**src/rtl/seg_scan_ctrl_if.sv**
```systemverilog
// Upstream-facing port of the display controller: frame-buffer write
// handshake plus the commit request/acknowledge pair.
interface seg_scan_ctrl_if #(
  parameter int NUM_DIGITS = 3,
  parameter int NUM_SEGS   = 8
);
  localparam int AW = $clog2(NUM_DIGITS);

  logic                WR_VALID;
  logic                WR_READY;
  logic [AW-1:0]       WR_ADDR;
  logic [NUM_SEGS-1:0] WR_DATA;
  logic                COMMIT;
  logic                COMMIT_DONE;

  modport master (
    output WR_VALID, WR_ADDR, WR_DATA, COMMIT,
    input  WR_READY, COMMIT_DONE
  );

  modport slave (
    input  WR_VALID, WR_ADDR, WR_DATA, COMMIT,
    output WR_READY, COMMIT_DONE
  );
endinterface

```
**src/rtl/seg_scan_ctrl.sv**
```systemverilog
// Multiplexed 7-segment refresh scheduler with a double-buffered pattern
// store. Patterns are published to the scanned buffer only at a frame
// boundary so a frame never mixes old and new data.
module seg_scan_ctrl #(
  parameter int NUM_DIGITS = 3,
  parameter int NUM_SEGS   = 8,
  parameter int DIV_WIDTH  = 16
) (
  input  logic                  OSC_50M,
  input  logic                  RESET,
  seg_scan_ctrl_if.slave        bus,
  input  logic [3:0]            BRIGHT,
  output logic                  FRAME_START,
  output logic [NUM_DIGITS-1:0] DIGIT,
  output logic [NUM_SEGS-1:0]   SEG
);
  localparam int AW = $clog2(NUM_DIGITS);

  typedef enum logic {IDLE, PENDING} state_t;

  state_t              state, state_nxt;
  logic                copy;
  logic [DIV_WIDTH-1:0] cnt;
  logic [AW-1:0]       idx;
  logic [3:0]          bright_q;
  logic [NUM_SEGS-1:0] shadow [NUM_DIGITS];
  logic [NUM_SEGS-1:0] active [NUM_DIGITS];

  logic       cnt_max, last_dig, boundary, wr_fire, lit;
  logic [3:0] sub;

  assign cnt_max  = &cnt;
  assign last_dig = (idx == AW'(NUM_DIGITS - 1));
  assign boundary = cnt_max && last_dig;
  assign sub      = cnt[DIV_WIDTH-1 -: 4];
  // Sub-period 0 stays dark so the previous digit's segments never ghost.
  assign lit      = (sub != 4'd0) && (sub <= bright_q);

  assign bus.WR_READY = (state == IDLE) && !RESET;
  // Out-of-range addresses complete the handshake but touch nothing.
  assign wr_fire = bus.WR_VALID && bus.WR_READY &&
                   ({1'b0, bus.WR_ADDR} < (AW+1)'(NUM_DIGITS));

  // Slot counter and digit index; idx steps once per slot and wraps per frame.
  always_ff @(posedge OSC_50M) begin
    if (RESET) begin
      cnt <= '0;
      idx <= '0;
    end else begin
      cnt <= cnt + DIV_WIDTH'(1);
      if (cnt_max) idx <= last_dig ? '0 : idx + AW'(1);
    end
  end

  // Commit FSM state register.
  always_ff @(posedge OSC_50M) begin
    if (RESET) state <= IDLE;
    else       state <= state_nxt;
  end

  // Commit FSM: arm on COMMIT, publish on the next frame boundary.
  always_comb begin
    state_nxt = state;
    copy      = 1'b0;
    case (state)
      IDLE:    if (bus.COMMIT) state_nxt = PENDING;
      PENDING: if (boundary) begin
        copy      = 1'b1;
        state_nxt = IDLE;
      end
      default: state_nxt = IDLE;
    endcase
  end

  // Shadow takes writes only while IDLE; active is refreshed from it at commit.
  always_ff @(posedge OSC_50M) begin
    if (RESET) begin
      for (int i = 0; i < NUM_DIGITS; i++) begin
        shadow[i] <= '0;
        active[i] <= '0;
      end
    end else begin
      if (wr_fire) shadow[bus.WR_ADDR] <= bus.WR_DATA;
      if (copy) begin
        for (int i = 0; i < NUM_DIGITS; i++) active[i] <= shadow[i];
      end
    end
  end

  // Frame-boundary pulses and brightness latch, all aligned to the same edge.
  always_ff @(posedge OSC_50M) begin
    if (RESET) begin
      FRAME_START     <= 1'b0;
      bus.COMMIT_DONE <= 1'b0;
      bright_q        <= '0;
    end else begin
      FRAME_START     <= boundary;
      bus.COMMIT_DONE <= copy;
      if (boundary) bright_q <= BRIGHT;
    end
  end

  // Registered pin drive: one active-low strobe at most, segments gated by lit.
  always_ff @(posedge OSC_50M) begin
    if (RESET) begin
      DIGIT <= '1;
      SEG   <= '0;
    end else begin
      for (int d = 0; d < NUM_DIGITS; d++)
        DIGIT[d] <= !(lit && (idx == AW'(d)));
      SEG <= lit ? active[idx] : '0;
    end
  end
endmodule

```
**src/flat_wrapper.sv**
```systemverilog
// flat-port wrapper written by rule: the top's interface ports become plain ports
module seg_scan_ctrl_flat 
#(
  parameter int NUM_DIGITS = 3,
  parameter int NUM_SEGS   = 8,
  parameter int DIV_WIDTH  = 16
)
  (OSC_50M, RESET, BRIGHT, FRAME_START, DIGIT, SEG, bus_WR_VALID, bus_WR_ADDR, bus_WR_DATA, bus_COMMIT, bus_WR_READY, bus_COMMIT_DONE);
  seg_scan_ctrl_if #(.NUM_DIGITS(NUM_DIGITS), .NUM_SEGS(NUM_SEGS)) bus_i ();
  input  logic OSC_50M;
  input  logic RESET;
  input  logic [3:0] BRIGHT;
  output logic FRAME_START;
  output logic [NUM_DIGITS-1:0] DIGIT;
  output logic [NUM_SEGS-1:0] SEG;
  input wire logic [$bits(bus_i.WR_VALID)-1:0] bus_WR_VALID;
  input wire logic [$bits(bus_i.WR_ADDR)-1:0] bus_WR_ADDR;
  input wire logic [$bits(bus_i.WR_DATA)-1:0] bus_WR_DATA;
  input wire logic [$bits(bus_i.COMMIT)-1:0] bus_COMMIT;
  output wire logic [$bits(bus_i.WR_READY)-1:0] bus_WR_READY;
  output wire logic [$bits(bus_i.COMMIT_DONE)-1:0] bus_COMMIT_DONE;
  assign bus_i.WR_VALID = bus_WR_VALID;
  assign bus_i.WR_ADDR = bus_WR_ADDR;
  assign bus_i.WR_DATA = bus_WR_DATA;
  assign bus_i.COMMIT = bus_COMMIT;
  assign bus_WR_READY = bus_i.WR_READY;
  assign bus_COMMIT_DONE = bus_i.COMMIT_DONE;
  seg_scan_ctrl #(.NUM_DIGITS(NUM_DIGITS), .NUM_SEGS(NUM_SEGS), .DIV_WIDTH(DIV_WIDTH)) u_core (.OSC_50M(OSC_50M), .RESET(RESET), .bus(bus_i), .BRIGHT(BRIGHT), .FRAME_START(FRAME_START), .DIGIT(DIGIT), .SEG(SEG));
endmodule
```
**config.mk**
```make
export PLATFORM = sky130hd
export DESIGN_NAME = seg_scan_ctrl_flat
export DESIGN_NICKNAME = d
export VERILOG_FILES = /design/src/rtl/seg_scan_ctrl_if.sv /design/src/rtl/seg_scan_ctrl.sv /design/src/flat_wrapper.sv
export SDC_FILE = /design/constraint.sdc
export NUM_CORES = 1
export LEC_CHECK = 0
export CELL_PAD_IN_SITES_DETAIL_PLACEMENT = 0
export CELL_PAD_IN_SITES_GLOBAL_PLACEMENT = 1
export CORE_UTILIZATION = 49
export CTS_CLUSTER_SIZE = 12
export DETAILED_ROUTE_END_ITERATION = 10
export PLACE_DENSITY_LB_ADDON = 0.1
export SYNTH_ARGS = -nofsm -noshare
export SYNTH_HDL_FRONTEND = slang
export SYNTH_SLANG_ARGS = --single-unit
export TNS_END_PERCENT = 1
```
**constraint.sdc**
```tcl
create_clock -name OSC_50M -period 6.5 [get_ports OSC_50M]
set_input_delay 1.95 -clock OSC_50M [delete_from_list [all_inputs] [get_ports OSC_50M]]
set_output_delay 1.95 -clock OSC_50M [all_outputs]
set_load 0.03 [all_outputs]
```
Word-level counts from Yosys, hierarchy flattened --
Memory sizes are Yosys's and may differ from the RTL's. A register that Yosys moved wholly into a read port is not among the register bits. Index checks and enable logic that the tools add are counted.
Cells by class: add/subtract/negate cells 2, multiply operators 0, divide/modulo/power cells 0, magnitude comparators 2, equal/unequal tests 2, shift operators 0, mux-type cells 20, bitwise logic cells 5, reduce and logical (&&, ||, !) cells 17
Operator list (count):
- 8-bit 2-to-1 mux | 4
- 16-bit by 1-bit adder with 16-bit output, second input constant | 1
- 16-bit AND reduction | 1
- 1-bit 2-to-1 mux | 13
- 1-bit logical AND | 8
- 8-bit OR reduction | 1
- 4-bit less-or-equal comparator | 1
- 1-bit zero test | 4
- 2-bit 2-to-1 mux | 2
- 4-bit nonzero test | 1
- 1-bit bitwise OR | 3
- 2-bit by 1-bit adder with 2-bit output, second input constant | 1
- 2-bit by 1-bit equality test with 1-bit output, second input constant | 1
- 2-bit equality test, second input constant | 1
- 2-bit zero test | 1
- 2-bit < comparator, second input constant | 1
- 1-bit NOT | 2
- 1-bit case mux with 2 select lines | 1
- 2-bit OR reduction | 1
Word-level totals: flip-flop bits (word level) 28, bits in latches 0, memory bits (writable) 48, bits in read-only memories 0, output and inout bits 14, logic and storage cells 57, memories 2
Memories:
- u_core.active | depth 3, bits a word 8, read ports 1, clocked after memory_dff 1, wr ports 3, line seg_scan_ctrl.sv:27 | logic [NUM_SEGS-1:0] active [NUM_DIGITS];
- u_core.shadow | depth 3, bits a word 8, read ports 3, clocked after memory_dff 0, wr ports 3, line seg_scan_ctrl.sv:26 | logic [NUM_SEGS-1:0] shadow [NUM_DIGITS];

Depth between registers and ports, before layout --
Gate-level depths: netlist of the first run.
depth in word-level cells 9, depth in mapped cells 7

Least setup slack after synthesis of the first run --
OpenSTA, ideal clock, no wires.
path kind input -> output, start input port RESET, end output port bus_WR_READY, arrival time 2.381 ns, path slack 2.169 ns, cell stages on the path 1, buffers on the path 0, cells stage by stage nor2_1
On the way: longest elaborated chain between the ends 2
RTL lines:
- from (decl) | line flat_wrapper.sv:11 | input logic RESET;
- 1-bit zero test | line seg_scan_ctrl.sv:39 | assign bus.WR_READY = (state == IDLE) && !RESET;
- 1-bit logical AND | line seg_scan_ctrl.sv:39
- to (decl) | line flat_wrapper.sv:20 | output wire logic [$bits(bus_i.WR_READY)-1:0] bus_WR_READY;
Every way passes these cells.

Worst setup path after layout of the first run --
Same ends and word-level chain as after synthesis.

==> flow_summary.ini, run 1 <==
[run_status]
status = completed

[clock_tree]
clock-root-buffer = clkbuf_8
htreeDepth = 3
cts.path.max_buffers = 2
cts_resized = 0
clock_latency_ns = 0.34
cts.sinks = 84
cts_tree = done
clk_pin_slew_ns = 0.08
cts_setup_buffers = 0
hold_buffers = 0
cts_inserted_buffers = 9

[timing]
drv_slew = 0
rsz0062_at_grt = false
finalHoldViolations = 0
fin_crit_ns = 5.27
setup_viol = 0
finalClockSkew_ns = 0.00897
min_period_over_period_pct = 81.1
slew_headroom_pct = 38.3
fmax_ghz = 0.190
finalSetupTns_ns = 0
worst_pin_slew_ns = 0.925

[global_routing]
antenna_found_initial = 0
grt_use_total_pct = 16.0
grt_pass1_vias = 1912
grt_pass1_wl_um = 9020
grt-ovfl-total = 0
grt_max_degree = 39

[drt]
drt-total-wl_um = 5280
detail_route.wl_per_cell_um = 12.4
routed_via_density = 4.79
drt_iter0_markers = 65
ant_nets = 0
dr.pass1.iters = 4
remaining_drc_errors = 0
num_vias = 2045

[placed_design]
placed_cell_area_mm2 = 0.00386
place_congestion = 0.701
dp_hpwl_um = 3620
io_buffers = 31

[setup_path]
required_ns = 4.55
crit_type = input port to output port
end_kind = output port
crit_fanout = 2
arrival_ns = 3.32
start_kind = input port

[finish]
fillers = 602
final_common_cell = and2_1
antenna_cells = 0
final_net_count = 349
fin_area_mm2 = 0.00406
final_cell_mix = 49 x and2_1, 48 x edfxtp_1, 36 x dfxtp_1
drive_above_1_share_pct = 7.85
syn2layout_area_growth_pct = 16.4

[synth]
postSynthCellCount = 294
yosysWarningCount = 0
yosysSeqAreaShare_pct = 62.0
synth.distinct_cells = 40
synth_ff_type = edfxtp_1
avgSynthCellArea_um2 = 11.9
synth_seq_cells = 84
syn_nets = 317
synth_edf_count = 48
async_flop_share_pct = 0
synth_area_mm2 = 0.00348

[die]
initial_core_util_pct = 51.0
rows = 30
core_area_mm2 = 0.00683
die_area_mm2 = 0.00745
top_level_ports = 32
die_h_um = 86.3
die_x_um = 86.3

[hold_path]
hp-class = flop to flop

[power]
vdd_drop_max_uv = 103
p_leak_uw = 0.00142
p_per_area_mw_per_mm2 = 243

[job]
drv_cap = 0
[sequential cells by signal, summed over array words and instances (netlist names), 2 cells and up]
register and count:
u_core.SEG 8, u_core.active 24, u_core.DIGIT 3, u_core.idx 2, u_core.bright_q 4, u_core.shadow 24
u_core.cnt 16
[final timing paths]
path	from	end	slack [ns]	depth (start not counted)
max	RESET	bus_WR_READY	1.23	3
min	u_core.cnt[0]	u_core.cnt[0]	0.47	1
max reg2reg	u_core.cnt[0]	u_core.active[2][2]	3.60	5
min reg2reg	u_core.cnt[0]	u_core.cnt[0]	0.47	1
[cell families (layout without fill, tap and decap cells)]
kind of cell,count (synthesis),count (layout),synth area share (%)
and+or+nand+nor,144,144,23.9
DFF,84,84,62.0
AOI/OAI and AO/OA,20,20,3.23
buffers and inverters,17,54,2.41
muxes,14,14,4.09
xor gates and xnor gates,10,10,2.51
adders and majority gates,5,5,1.80
[worst max-delay path, cell delays in order]
cell	delay (ns)
clkdlybuf4s50_1	0.42
nor2_1	0.23
clkdlybuf4s50_1	0.72
[layout make-up]
| type | instances | area, µm² | area share, % |
|---|---|---|---|
| tap | 96 | 120 | 2.96 |
| clock buffer | 9 | 124 | 3.05 |
| sequential | 84 | 2160 | 53.3 |
| clock inverter | 7 | 72.6 | 1.79 |
| timing repair buffer | 32 | 318 | 7.83 |
| inverter | 6 | 22.5 | 0.555 |
| multi-input combinational | 193 | 1240 | 30.5 |
[metrics by stage]
stage               std cells  setup slack, ns  total power [µW]  utilization (%)  hold slack [ns]
floorplan                 294             2.17               612                -            0.430
global placement          411             1.18               631             56.5            0.447
detailed placement        411             1.19               632             56.5            0.455
CTS                       427             1.18               997             59.4            0.475
global route              427             1.17              1020             59.4            0.502
finish                    427             1.23               985             59.4            0.467
[cells in the mapped netlist, drive strengths merged, types with 2 or more instances]
cell type  number  area (µm²)
a21oi           4        20.0
nor2           25        93.8
inv             6        22.5
dfxtp          36         721
nor2b           4        25.0
buf             4        35.0
and2           49         307
xnor2           4        35.0
ha              5        62.6
nand2          21        78.8
and4            4        35.0
nor4            4        40.0
nor3b           2        15.0
clkbuf          7        26.3
or4             2        15.0
nor3            4        25.0
nand4           4        25.0
or2             3        18.8
mux2            2        22.5
edfxtp         48        1440
o21ai          11        55.1
mux2i          12         120
or4b            2        20.0
nand3           6        42.5
xor2            6        52.6
nand2b         11        68.8
[routing by layer]
layer	vias up	routed length, µm	share of wire [%]	GRT usage [%]
met5	-	0	0	0
met4	0	51	0.97	6.36
met3	5	166	3.1	4.38
met2	34	2290	43	24.0
met1	921	2780	53	22.0
li1	1085	-	-	-
[power by group]
| group | leakage, µW | switching, µW | internal, µW |
|---|---|---|---|
| registers | 0.000764 | 6.16 | 578 |
| logic | 0.000555 | 18.2 | 17.2 |
| clock network | 0.0000976 | 187 | 179 |
No activity file was read; power rests on OpenSTA's default activity.
==> run 2: changes to the inputs <==
--- a/config.mk
+++ b/config.mk
@@ -7,7 +7,7 @@
 export LEC_CHECK = 0
 export CELL_PAD_IN_SITES_DETAIL_PLACEMENT = 0
 export CELL_PAD_IN_SITES_GLOBAL_PLACEMENT = 1
-export CORE_UTILIZATION = 49
+export CORE_UTILIZATION = 46
 export CTS_CLUSTER_SIZE = 12
 export DETAILED_ROUTE_END_ITERATION = 10
 export PLACE_DENSITY_LB_ADDON = 0.1
==> constraint.sdc (replaced) <==
create_clock -name OSC_50M -period 5 [get_ports OSC_50M]
set_input_delay 1.5 -clock OSC_50M [delete_from_list [all_inputs] [get_ports OSC_50M]]
set_output_delay 1.5 -clock OSC_50M [all_outputs]
set_load 0.03 [all_outputs]
==> run 2 against run 1 <==
Against the previous run: clock skew grew 0.0039 ns; routed wire length up 5.4%; final area up 1.1%; largest cell class unchanged; worst setup slack worse by 0.14 ns; count of clock-buffer cells in the layout grew 1; via count shrank 0.24%; critical endpoint unchanged; combinational power is 30% higher; sequential cell count did not move.
==> flow_summary.ini, run 2 (synthesized netlist as in run 1, its figures left out) <==
[power]
p_clk_share_pct = 41.6
p_switching_uw = 273
vdd_drop_max_uv = 189
p_seq_share_pct = 55.0
p_per_area_mw_per_mm2 = 336
power_frac_comb_pct = 3.3
internal_power_uw = 1110
p_leak_uw = 0.00144
switching_share_pct = 19.8

[placed_design]
io_buffers = 31
dp_slack_ns = 1.09
dp_hpwl_um = 3690
place_congestion = 0.708

[timing]
fin_ws_ns = 1.09
finalSetupTns_ns = 0
slew_headroom_pct = 39.0
setup_viol = 0
drv_slew = 0
fmax_ghz = 0.256
finalHoldViolations = 0
worst_pin_slew_ns = 0.915
finalClockSkew_ns = 0.0129
rsz0062_at_grt = false
fin_crit_ns = 3.91
min_period_over_period_pct = 78.2

[die]
initial_core_util_pct = 47.8
core_area_mm2 = 0.00729
die_area_mm2 = 0.00793
rows = 31
die_x_um = 89.0
die_h_um = 89.0
top_level_ports = 32

[drt]
drt-total-wl_um = 5560
num_vias = 2040
drt_iter0_markers = 87
ant_nets = 0
dr.pass1.iters = 4
remaining_drc_errors = 0
routed_via_density = 4.74
detail_route.wl_per_cell_um = 12.9

[setup_path]
crit_family = buffers and inverters
crit_fanout = 2
worstReg2RegStart = u_core.cnt[0]
end_kind = output port
cp.buffers_inverters = 2
max_stage_delay_ns = 0.43
cp_slowest_cell = clkdlybuf4s50_1
path_cells = clkdlybuf4s50_1 > nor2_1 > buf_4
arrival_ns = 2.41
start_kind = input port
crit_start = RESET
required_ns = 3.50
crit_type = input port to output port

[finish]
drive_above_1_share_pct = 7.85
final_common_cell = and2_1
syn2layout_area_growth_pct = 17.7
antenna_cells = 0
fillers = 678
final_cell_mix = 49 x and2_1, 48 x edfxtp_1, 36 x dfxtp_1
final_net_count = 349
reg_top3 = u_core.active (24), u_core.shadow (24), u_core.cnt (16)

[clock_tree]
clock_latency_ns = 0.35
cts_inserted_buffers = 9
clk_pin_slew_ns = 0.08
cts.path.max_buffers = 2
cts.sinks = 84
hold_buffers = 0
htreeDepth = 3
cts_setup_buffers = 0
cts_tree = done
clock-root-buffer = clkbuf_8
cts_resized = 0

[global_routing]
antenna_found_initial = 0
grt-ovfl-total = 0
grt_use_total_pct = 15.7
grt_pass1_vias = 1876
grt_max_degree = 39
grt_pass1_wl_um = 9150

[run_status]
status = completed

[job]
drv_cap = 0

[hold_path]
hp-class = flop to flop
hp-start = u_core.cnt[0]
run 2: changes by cell type in the layout (fill, tap and decap cells not counted), sizes merged:
cell	delta
clkinv	-1
clkinvlp	-1
clkbuf	+1
clkdlybuf4s50	-1
bufinv	+2
inv	-1
buf	+1
run 2: through the flow:
stage,utilization [%],instances,instance area (µm²),power (µW),hold WS [ns]
after detailed placement,53.0,414,3860,822,0.456
after CTS,56.2,430,4100,1390,0.474
after floorplan,-,294,3480,796,0.430
final,56.2,430,4100,1380,0.465
after global placement,53.0,414,3860,821,0.447
after global routing,56.2,430,4100,1420,0.508
run 2: power by group through the flow:
stage | Clock (µW) | Combinational (µW) | Sequential [µW]
3_5_place_dp | 0 | 46.8 | 776
2_1_floorplan | 0 | 24.4 | 772
6_report | 574 | 46.1 | 759
3_3_place_gp | 0 | 45.9 | 775
4_1_cts | 585 | 47.2 | 760
5_1_grt | 612 | 51.2 | 762
run 2: final cells by class:
cell class	instances	area [µm²]	share of cell area [%]
clock buffer	10	128	3.11
clock inverter	6	111	2.72
inverter	6	22.5	0.549
multi-input combinational	193	1240	30.2
sequential	84	2160	52.7
tap	99	124	3.02
timing repair buffer	32	315	7.69
run 2: worst register-to-register path, stage by stage (launching register included):
cell and delay (ns):
dfxtp_1 0.38, ha_1 0.22, and4_1 0.36, nand3_4 0.18, nor3_2 0.54, a21o_1 0.81
run 2: metal layers:
layer  part of all wire, %  track usage (%)
met1                    53             22.3
met2                    43             22.6
met3                   2.7             3.05
met4                   2.2             9.09
met5                     0                0
run 2: final timing paths:
check / depth (start not counted) / slack [ns] / to
min reg2reg: 1 / 0.47 / u_core.cnt[0]
max: 3 / 1.09 / bus_WR_READY
min: 1 / 0.47 / u_core.cnt[0]
max reg2reg: 5 / 2.13 / u_core.active[2][1]
==> run 3: changes to the inputs <==
==> constraint.sdc (replaced) <==
create_clock -name OSC_50M -period 3.7 [get_ports OSC_50M]
set_input_delay 1.11 -clock OSC_50M [delete_from_list [all_inputs] [get_ports OSC_50M]]
set_output_delay 1.11 -clock OSC_50M [all_outputs]
set_load 0.03 [all_outputs]
==> run 3 against run 2 <==
Against the previous run: non-clock buffer count is 5 higher; routed wire length is 0.74% higher; clock skew is 0.00097 ns lower; die area stayed put; clock power is 5.6% higher; combinational power is 41% higher; sequential cell count stayed put; via count is 2.5% higher; sequential power is 36% higher; sequential share of layout area is 0.24 points higher; register-to-register slack worse by 0.97 ns; largest power group unchanged; highest routed layer unchanged.
==> flow_summary.ini, run 3 (synthesized netlist as in run 1, its figures left out) <==
[setup_path]
regToRegSetupSlack_ns = 1.16
crit_type = input port to output port
arrival_ns = 2.02
cp.buffers_inverters = 2
cp_slowest_cell = clkdlybuf4s50_1
required_ns = 2.59
max_stage_delay_ns = 0.43
crit_fanout = 2
start_kind = input port
path_cells = clkdlybuf4s50_1 > nor2_1 > buf_4
end_kind = output port
crit_family = buffers and inverters

[finish]
antenna_cells = 0
final_cell_mix = 49 x and2_1, 48 x edfxtp_1, 36 x dfxtp_1
drive_above_1_share_pct = 9.82
final_net_count = 354
final_common_cell = and2_1
stdcell_count = 435
fillers = 696
reg_top3 = u_core.active (24), u_core.shadow (24), u_core.cnt (16)
syn2layout_area_growth_pct = 17.2

[timing]
finalSetupTns_ns = 0
slew_headroom_pct = 42.4
drv_slew = 0
fin_ws_ns = 0.565
fin_crit_ns = 3.13
hold_slack_ns = 0.471
finalClockSkew_ns = 0.0119
rsz0062_at_grt = false
setup_viol = 0
min_period_over_period_pct = 84.7
fmax_ghz = 0.319
worst_pin_slew_ns = 0.858
finalHoldViolations = 0

[power]
vdd_drop_max_uv = 170
finalPower_uw = 1700
p_leak_uw = 0.00144
p_per_area_mw_per_mm2 = 416

[job]
drv_cap = 0

[placed_design]
place_congestion = 0.704
dp_slack_ns = 0.566
io_buffers = 31
dp_cells = 419
dp_hpwl_um = 3750

[clock_tree]
clk_pin_slew_ns = 0.09
cts.path.max_buffers = 2
cts_inserted_buffers = 9
clock-root-buffer = clkbuf_8
cts_resized = 0
cts_tree = done
clock_latency_ns = 0.35
cts_setup_buffers = 0
cts.sinks = 84
htreeDepth = 3
hold_buffers = 0

[drt]
drt-total-wl_um = 5600
detail_route.wl_per_cell_um = 12.9
dr.pass1.iters = 4
ant_nets = 0
remaining_drc_errors = 0
num_vias = 2090
routed_via_density = 4.80
drt_iter0_markers = 78

[die]
rows = 31
die_x_um = 89.0
core_area_mm2 = 0.00729
initial_core_util_pct = 47.8
die_h_um = 89.0
die_area_mm2 = 0.00793
top_level_ports = 32

[global_routing]
grt_pass1_wl_um = 9250
grt-ovfl-total = 0
grt_pass1_vias = 1919
grt_max_degree = 39
grt_use_total_pct = 15.8
antenna_found_initial = 0

[run_status]
status = completed

[hold_path]
hp-class = flop to flop
[run 3: cell types whose count changed in the layout (fill, tap and decap cells not counted), sizes merged]
cell      delta
clkbuf       -1
inv          +2
clkinvlp     +1
buf          +5
bufinv       -3
clkinv       +1
[run 3: path summary, 6_finish.rpt]
| path | cells past startpoint | start | to |
|---|---|---|---|
| max | 3 | RESET | bus_WR_READY |
| min | 1 | u_core.cnt[0] | u_core.cnt[0] |
| max reg2reg | 6 | u_core.cnt[0] | u_core.active[1][3] |
| min reg2reg | 1 | u_core.cnt[0] | u_core.cnt[0] |
[run 3: area by class of cell]
type                       instances  area, µm²  area share (%)
clock buffer                       9        124            3.03
clock inverter                     7       58.8            1.44
inverter                           6       22.5           0.552
multi-input combinational        193       1240            30.3
sequential                        84       2160            53.0
tap                               99        124            3.03
timing repair buffer              37        353            8.64
[run 3: layer usage]
layer	global-route usage [%]	vias to the layer above	routed length, µm
li1	-	1092	-
met5	0	-	0
met3	3.60	12	184
met4	6.49	0	91
met1	22.7	941	2930
met2	23.1	45	2400
[run 3: where the power goes]
group,switching [µW],total [µW],leakage (µW),internal [µW]
logic,33.4,65.0,0.000582,31.5
clock network,352,606,0.0000921,255
registers,11.3,1030,0.000764,1010
[run 3: per-stage QoR]
step           utilization (%)  instance area, µm²
6_report                  56.0                4080
5_1_grt                   56.0                4080
4_1_cts                   56.0                4080
3_5_place_dp              53.5                3900
3_3_place_gp              53.5                3900
2_1_floorplan                -                3480
